--- src/rtl/i2c_target.sv ---
// I2C target: synchronized/edge-detected SCL+SDA, address match, byte receive and transmit with ACK handling.
// Optional glitch filter on the synchronized pins is enabled by defining I2C_GLITCH_FILTER_EN.
module i2c_target #(
    parameter int SIZE_DATA = 8
) (
    input  logic                 i_clk,
    input  logic                 i_rst_n,
    input  logic                 i_SCL,
    input  logic                 i_SDA,
    output logic                 o_SDA_oe,
    input  logic [6:0]           i_own_addr,
    input  logic [SIZE_DATA-1:0] i_tx_data,
    input  logic                 i_tx_valid,
    output logic                 o_tx_load,
    output logic [SIZE_DATA-1:0] o_rx_data,
    output logic                 o_rx_valid,
    output logic                 o_start,
    output logic                 o_stop,
    output logic                 o_busy
);

    typedef enum logic [2:0] {IDLE, ADDR, ADDR_ACK, RX, RX_ACK, TX, TX_ACK, IGNORE} state_t;

    logic scl_s1_q, scl_s2_q, sda_s1_q, sda_s2_q;
    logic scl_dly_q, sda_dly_q;
    logic scl_f, sda_f;

    always_ff @(posedge i_clk) begin
        if (!i_rst_n) begin
            scl_s1_q <= 1'b1;
            scl_s2_q <= 1'b1;
            sda_s1_q <= 1'b1;
            sda_s2_q <= 1'b1;
        end else begin
            scl_s1_q <= i_SCL;
            scl_s2_q <= scl_s1_q;
            sda_s1_q <= i_SDA;
            sda_s2_q <= sda_s1_q;
        end
    end

`ifdef I2C_GLITCH_FILTER_EN
    // The filtered level only follows the pin once three consecutive samples agree.
    logic scl_h1_q, scl_h2_q, scl_hold_q, sda_h1_q, sda_h2_q, sda_hold_q;

    assign scl_f = (scl_s2_q == scl_h1_q && scl_h1_q == scl_h2_q) ? scl_s2_q : scl_hold_q;
    assign sda_f = (sda_s2_q == sda_h1_q && sda_h1_q == sda_h2_q) ? sda_s2_q : sda_hold_q;

    always_ff @(posedge i_clk) begin
        if (!i_rst_n) begin
            scl_h1_q   <= 1'b1;
            scl_h2_q   <= 1'b1;
            scl_hold_q <= 1'b1;
            sda_h1_q   <= 1'b1;
            sda_h2_q   <= 1'b1;
            sda_hold_q <= 1'b1;
        end else begin
            scl_h1_q   <= scl_s2_q;
            scl_h2_q   <= scl_h1_q;
            scl_hold_q <= scl_f;
            sda_h1_q   <= sda_s2_q;
            sda_h2_q   <= sda_h1_q;
            sda_hold_q <= sda_f;
        end
    end
`else
    assign scl_f = scl_s2_q;
    assign sda_f = sda_s2_q;
`endif

    always_ff @(posedge i_clk) begin
        if (!i_rst_n) begin
            scl_dly_q <= 1'b1;
            sda_dly_q <= 1'b1;
        end else begin
            scl_dly_q <= scl_f;
            sda_dly_q <= sda_f;
        end
    end

    logic scl_rise, scl_fall, start_det, stop_det;
    assign scl_rise  = scl_f & ~scl_dly_q;
    assign scl_fall  = ~scl_f & scl_dly_q;
    assign start_det = scl_f & scl_dly_q & sda_dly_q & ~sda_f;
    assign stop_det  = scl_f & scl_dly_q & ~sda_dly_q & sda_f;

    state_t               state_q, state_d;
    logic [2:0]           cnt_q, cnt_d;
    logic [SIZE_DATA-1:0] shift_q, shift_d, tx_q, tx_d, rx_data_q, rx_data_d;
    logic [6:0]           own_q, own_d;
    logic                 rw_q, rw_d, mack_q, mack_d, oe_q, oe_d;
    logic                 rx_valid_q, rx_valid_d, tx_load_q, tx_load_d;
    logic                 start_q, start_d, stop_q, stop_d, busy_q, busy_d;
    logic [SIZE_DATA-1:0] byte_in, tx_next;

    always_comb begin
        byte_in    = {shift_q[SIZE_DATA-2:0], sda_f};
        tx_next    = i_tx_valid ? i_tx_data : {SIZE_DATA{1'b1}};
        state_d    = state_q;
        cnt_d      = cnt_q;
        shift_d    = shift_q;
        tx_d       = tx_q;
        rx_data_d  = rx_data_q;
        own_d      = own_q;
        rw_d       = rw_q;
        mack_d     = mack_q;
        oe_d       = oe_q;
        rx_valid_d = 1'b0;
        tx_load_d  = 1'b0;
        start_d    = 1'b0;
        stop_d     = 1'b0;
        busy_d     = busy_q & ~stop_q;
        if (start_det) begin
            start_d = 1'b1;
            busy_d  = 1'b1;
            state_d = ADDR;
            cnt_d   = 3'd0;
            oe_d    = 1'b0;
            mack_d  = 1'b0;
            own_d   = i_own_addr;
        end else if (stop_det) begin
            stop_d  = 1'b1;
            state_d = IDLE;
            oe_d    = 1'b0;
        end else begin
            case (state_q)
                ADDR, RX: begin
                    if (scl_rise) begin
                        shift_d = byte_in;
                        cnt_d   = cnt_q + 3'd1;
                        if (cnt_q == 3'd7) begin
                            if (state_q == RX) begin
                                rx_data_d  = byte_in;
                                rx_valid_d = 1'b1;
                                state_d    = RX_ACK;
                            end else if (byte_in[SIZE_DATA-1:1] == own_q && byte_in[SIZE_DATA-1:1] != 7'd0) begin
                                rw_d    = byte_in[0];
                                state_d = ADDR_ACK;
                            end else begin
                                state_d = IGNORE;
                            end
                        end
                    end
                end
                // First SCL fall pulls SDA for the ACK, the next one ends it.
                ADDR_ACK, RX_ACK: begin
                    if (scl_fall) begin
                        if (!oe_q) begin
                            oe_d = 1'b1;
                        end else begin
                            oe_d  = 1'b0;
                            cnt_d = 3'd0;
                            if (state_q == RX_ACK || !rw_q) begin
                                state_d = RX;
                            end else begin
                                tx_d      = tx_next;
                                tx_load_d = i_tx_valid;
                                oe_d      = ~tx_next[SIZE_DATA-1];
                                state_d   = TX;
                            end
                        end
                    end
                end
                TX: begin
                    if (scl_rise) begin
                        cnt_d = cnt_q + 3'd1;
                    end else if (scl_fall) begin
                        if (cnt_q == 3'd0) begin
                            oe_d    = 1'b0;
                            mack_d  = 1'b0;
                            state_d = TX_ACK;
                        end else begin
                            oe_d = ~tx_q[SIZE_DATA-2];
                            tx_d = {tx_q[SIZE_DATA-2:0], 1'b0};
                        end
                    end
                end
                TX_ACK: begin
                    if (scl_rise) begin
                        if (sda_f) state_d = IGNORE;
                        else       mack_d  = 1'b1;
                    end else if (scl_fall && mack_q) begin
                        tx_d      = tx_next;
                        tx_load_d = i_tx_valid;
                        oe_d      = ~tx_next[SIZE_DATA-1];
                        cnt_d     = 3'd0;
                        mack_d    = 1'b0;
                        state_d   = TX;
                    end
                end
                default: ;
            endcase
        end
    end

    always_ff @(posedge i_clk) begin
        if (!i_rst_n) begin
            state_q    <= IDLE;
            cnt_q      <= 3'd0;
            mack_q     <= 1'b0;
            oe_q       <= 1'b0;
            rx_data_q  <= '0;
            rx_valid_q <= 1'b0;
            tx_load_q  <= 1'b0;
            start_q    <= 1'b0;
            stop_q     <= 1'b0;
            busy_q     <= 1'b0;
        end else begin
            state_q    <= state_d;
            cnt_q      <= cnt_d;
            mack_q     <= mack_d;
            oe_q       <= oe_d;
            rx_data_q  <= rx_data_d;
            rx_valid_q <= rx_valid_d;
            tx_load_q  <= tx_load_d;
            start_q    <= start_d;
            stop_q     <= stop_d;
            busy_q     <= busy_d;
        end
        shift_q <= shift_d;
        tx_q    <= tx_d;
        own_q   <= own_d;
        rw_q    <= rw_d;
    end

    assign o_SDA_oe   = oe_q;
    assign o_rx_data  = rx_data_q;
    assign o_rx_valid = rx_valid_q;
    assign o_tx_load  = tx_load_q;
    assign o_start    = start_q;
    assign o_stop     = stop_q;
    assign o_busy     = busy_q;

endmodule

--- config.mk ---
export PLATFORM = sky130hd
export DESIGN_NAME = i2c_target
export DESIGN_NICKNAME = d
export VERILOG_FILES = /design/src/rtl/i2c_target.sv
export SDC_FILE = /design/constraint.sdc
export NUM_CORES = 1
export LEC_CHECK = 0
export BUFFER_PORTS_ARGS = -buffer_cell sky130_fd_sc_hd__buf_2
export CORE_MARGIN = 1.5
export CORE_UTILIZATION = 57
export DETAILED_ROUTE_END_ITERATION = 6
export PLACE_DENSITY = 0.8
export SETUP_SLACK_MARGIN = 0.02
export SYNTH_ARGS = -nofsm -noshare
export SYNTH_HDL_FRONTEND = slang
export SYNTH_SLANG_ARGS = --single-unit
--- constraint.sdc ---
create_clock -name i_clk -period 3.9 [get_ports i_clk]
set_input_delay 0.78 -clock i_clk [delete_from_list [all_inputs] [get_ports i_clk]]
set_output_delay 0.78 -clock i_clk [all_outputs]
set_load 0.01 [all_outputs]
==> results.sh <==
export IMPL_postSynthNetCount=248
export IMPL_ioPinCount=34
export IMPL_data_required_time_of_the_critical_path_ps=3910
export IMPL_gp_congestion=0.887
export IMPL_critical_path_n_buffers_inverters=1
export IMPL_fmax_mhz=392
export IMPL_fin_worst_hold_slack_ps=420
export IMPL_nets=275
export IMPL_fp_dieArea_um2=4430
export IMPL_number_of_antenna_violations_at_the_first_check_in_global_routing=0
export IMPL_final_core_util=0.674
export IMPL_cap_viol_max_count=0
export IMPL_tritoncts_clock_tree="built"
export IMPL_detailedRoute_firstIterationViolations=205
export IMPL_rows=22
export IMPL_flow_area_growth_from_synthesis_pct=10.3
export IMPL_cts_stage_hold_buffer_count=0
export IMPL_mean_routed_wirelength_per_cell_um=14.0
export IMPL_clock_path_buffers=2
export IMPL_floorplan_die_height_um=66.6
export IMPL_fin_setup_tns_ps=0
export IMPL_grt_pass1_vias=1496
export IMPL_ctsResizeCount=0
export IMPL_timing_critical_path_from_type="register"
export IMPL_core_area_um2=3770
export IMPL_critPathMaxStageDelay_ps=850
export IMPL_final_setup_skew_ps=9.18
export IMPL_layout_filler_cells=288
export IMPL_setup_worst_path_end_class="register"
export IMPL_syn_inst=225
export IMPL_critical_path_depth=5
export IMPL_p_leak_nw=1.09
export IMPL_antenna_violation_net_count_after_detailed_routing=0
export IMPL_part_of_the_yosys_area_used_for_sequential_elements=0.522
export IMPL_power_mw=0.882
export IMPL_worst_path_max_delay_cell="dfxtp_1"
export IMPL_cts_buffers=5
export IMPL_setup_violation_total_in_the_final_timing_report=0
export IMPL_post_synth_cell_area_avg_um2=10.2
export IMPL_clkTransAtPathRegs_ps=90
export IMPL_place_detailed_instances=293
export IMPL_critical_path_cell_chain="nor2b_1, nand2_1, o32a_1, a2111oi_1, buf_4"
export IMPL_power_density_cell_area_nw_per_um2=347
export IMPL_post_synth_instance_area_um2=2300
export IMPL_layout_worst_path_cycle_share=0.654
export IMPL_postSynth_topFlopCell="dfxtp_1"
export IMPL_gr_usage_all_layers=0.210
export IMPL_routed_via_count=1706
export IMPL_final_common_cell="buf_2"
export IMPL_ys_warnings_count=0
export IMPL_rr_worst_depth=5
export IMPL_leftover_overflow_at_the_end_of_global_routing=0
export IMPL_htree_levels=2
export IMPL_grt_setup_unrepaired="false"
export IMPL_max_vdd_ir_drop_v=0.000311
export IMPL_tightest_slew_ps=806
export IMPL_worst_skew_pair_late_latency_ps=300
export IMPL_buffer_ports_inserted=33
export IMPL_timing_hold_worst_path_depth=1
export IMPL_arrival_ps=2550
export IMPL_via_per_inst=5.67
export IMPL_horizontal_extent_of_the_die_um=66.6
export IMPL_place_detailed_hpwl_mm=3.05
export IMPL_relSlewSlack=0.462
export IMPL_final_cell_mix="buf_2, dfxtp_1, nor2_1"
export IMPL_critical_path_top_delay_family="flip-flops"
export IMPL_wl_mm=4.20
export IMPL_grt_pass1_wl_mm=6.98
export IMPL_outcome="finished clean"
export IMPL_final_hold_violation_count=0
export IMPL_start_util=0.610
export IMPL_kind_of_critical_path="reg -> reg"
export IMPL_holdCritPathClass="reg -> reg"
export IMPL_post_synth_num_cell_types=55
export IMPL_clock_tree_root_cell="clkbuf_8"
export IMPL_synth_edf_count=22
export IMPL_post_route_min_period_ps=2550
export IMPL_count_of_unresolved_drc_violations_after_routing=0
export IMPL_synth_async_reset_ratio=0
export IMPL_layout_cells_sized_above_1=0.182
export IMPL_postCtsSetupBuffers=0
export IMPL_post_layout_nonfiller_instances=301
export IMPL_clock_tree_sinks=49
export IMPL_drt_pre_antenna_iters=6
export IMPL_grt_start_max_net_pins=28
export IMPL_cp_max_fo=27
export IMPL_report_final_slew_viol_count=0
export IMPL_synth_ff_latch_count=49
export IMPL_antenna_diode_count=0
cells in the mapped netlist (2+ instances only):
cell type,count,share of area
a211oi_1,2,0.0065
a21o_1,2,0.0065
a21oi_1,9,0.020
a31oi_1,8,0.022
a32o_1,2,0.0087
and2_1,2,0.0054
and3_1,2,0.0054
buf_2,5,0.011
buf_4,2,0.0065
buf_6,2,0.0098
clkbuf_1,5,0.0082
dfxtp_1,27,0.23
edfxtp_1,22,0.29
ha_1,3,0.016
inv_1,16,0.026
mux2i_1,8,0.035
nand2_1,15,0.024
nand2b_1,6,0.016
nand3_1,5,0.011
nand3b_1,3,0.0098
nand4b_1,2,0.0076
nor2_1,23,0.037
nor2b_1,2,0.0054
nor3_1,4,0.0087
nor4_1,2,0.0054
o21a_1,2,0.0065
o21ai_0,4,0.0087
o21ai_1,2,0.0043
o221ai_1,2,0.0076
o22ai_1,2,0.0054
o32a_1,2,0.0087
xor2_1,9,0.034
final cells by class:
| class | instances | area (µm²) | share of cell area |
|---|---|---|---|
| clock buffer | 6 | 72.6 | 0.0286 |
| clock inverter | 2 | 13.8 | 0.00542 |
| inverter | 16 | 60.1 | 0.0236 |
| multi-input combinational | 146 | 960 | 0.378 |
| sequential | 49 | 1200 | 0.473 |
| tap | 48 | 60.1 | 0.0236 |
| timing repair buffer | 34 | 173 | 0.0680 |
stage by stage:
step                setup WS, ps  cell area [µm²]
floorplan                   1550             2300
global placement            1450             2450
CTS                         1380             2540
global route                1090             2540
detailed placement          1410             2450
finish                      1350             2540
state kept, by name (all words and copies together) (netlist names):
register    count
o_rx_data       8
scl_f           1
o_SDA_oe        1
shift_q         7
mack_q          1
o_start         1
tx_q            7
o_busy          1
sda_s1_q        1
o_rx_valid      1
own_q           7
o_tx_load       1
sda_f           1
cnt_q           3
scl_dly_q       1
sda_dly_q       1
o_stop          1
rw_q            1
scl_s1_q        1
state_q         3
path summary, 6_finish.rpt:
path,start,end,slack (ps)
worst max-delay path,state_q[2],tx_q[1],1350
worst min-delay path,scl_s1_q,scl_f,420
worst max register to register,state_q[2],tx_q[1],1350
worst min register to register,scl_s1_q,scl_f,420
report_power, final:
group	internal [mW]	total (mW)	switching (mW)
combinational	0.0199	0.0432	0.0233
clock	0.128	0.289	0.161
sequential	0.541	0.550	0.00878
kinds of logic after synthesis:
logic type,Yosys count,synth area share
compound gates,50,0.153
xor+xnor,9,0.0342
fa+ha+maj,3,0.0163
buf+inv,30,0.0614
flops,49,0.522
mux,8,0.0348
simple gates,76,0.178
layer usage:
metal | GRT usage | vias to the layer above | share of wire
met2 | 0.333 | 44 | 0.49
met3 | 0.0507 | 4 | 0.042
met5 | 0 | - | 0
li1 | - | 865 | -
met4 | 0.0587 | 0 | 0.0069
met1 | 0.287 | 793 | 0.46
Power figures use the tool's default switching activity.
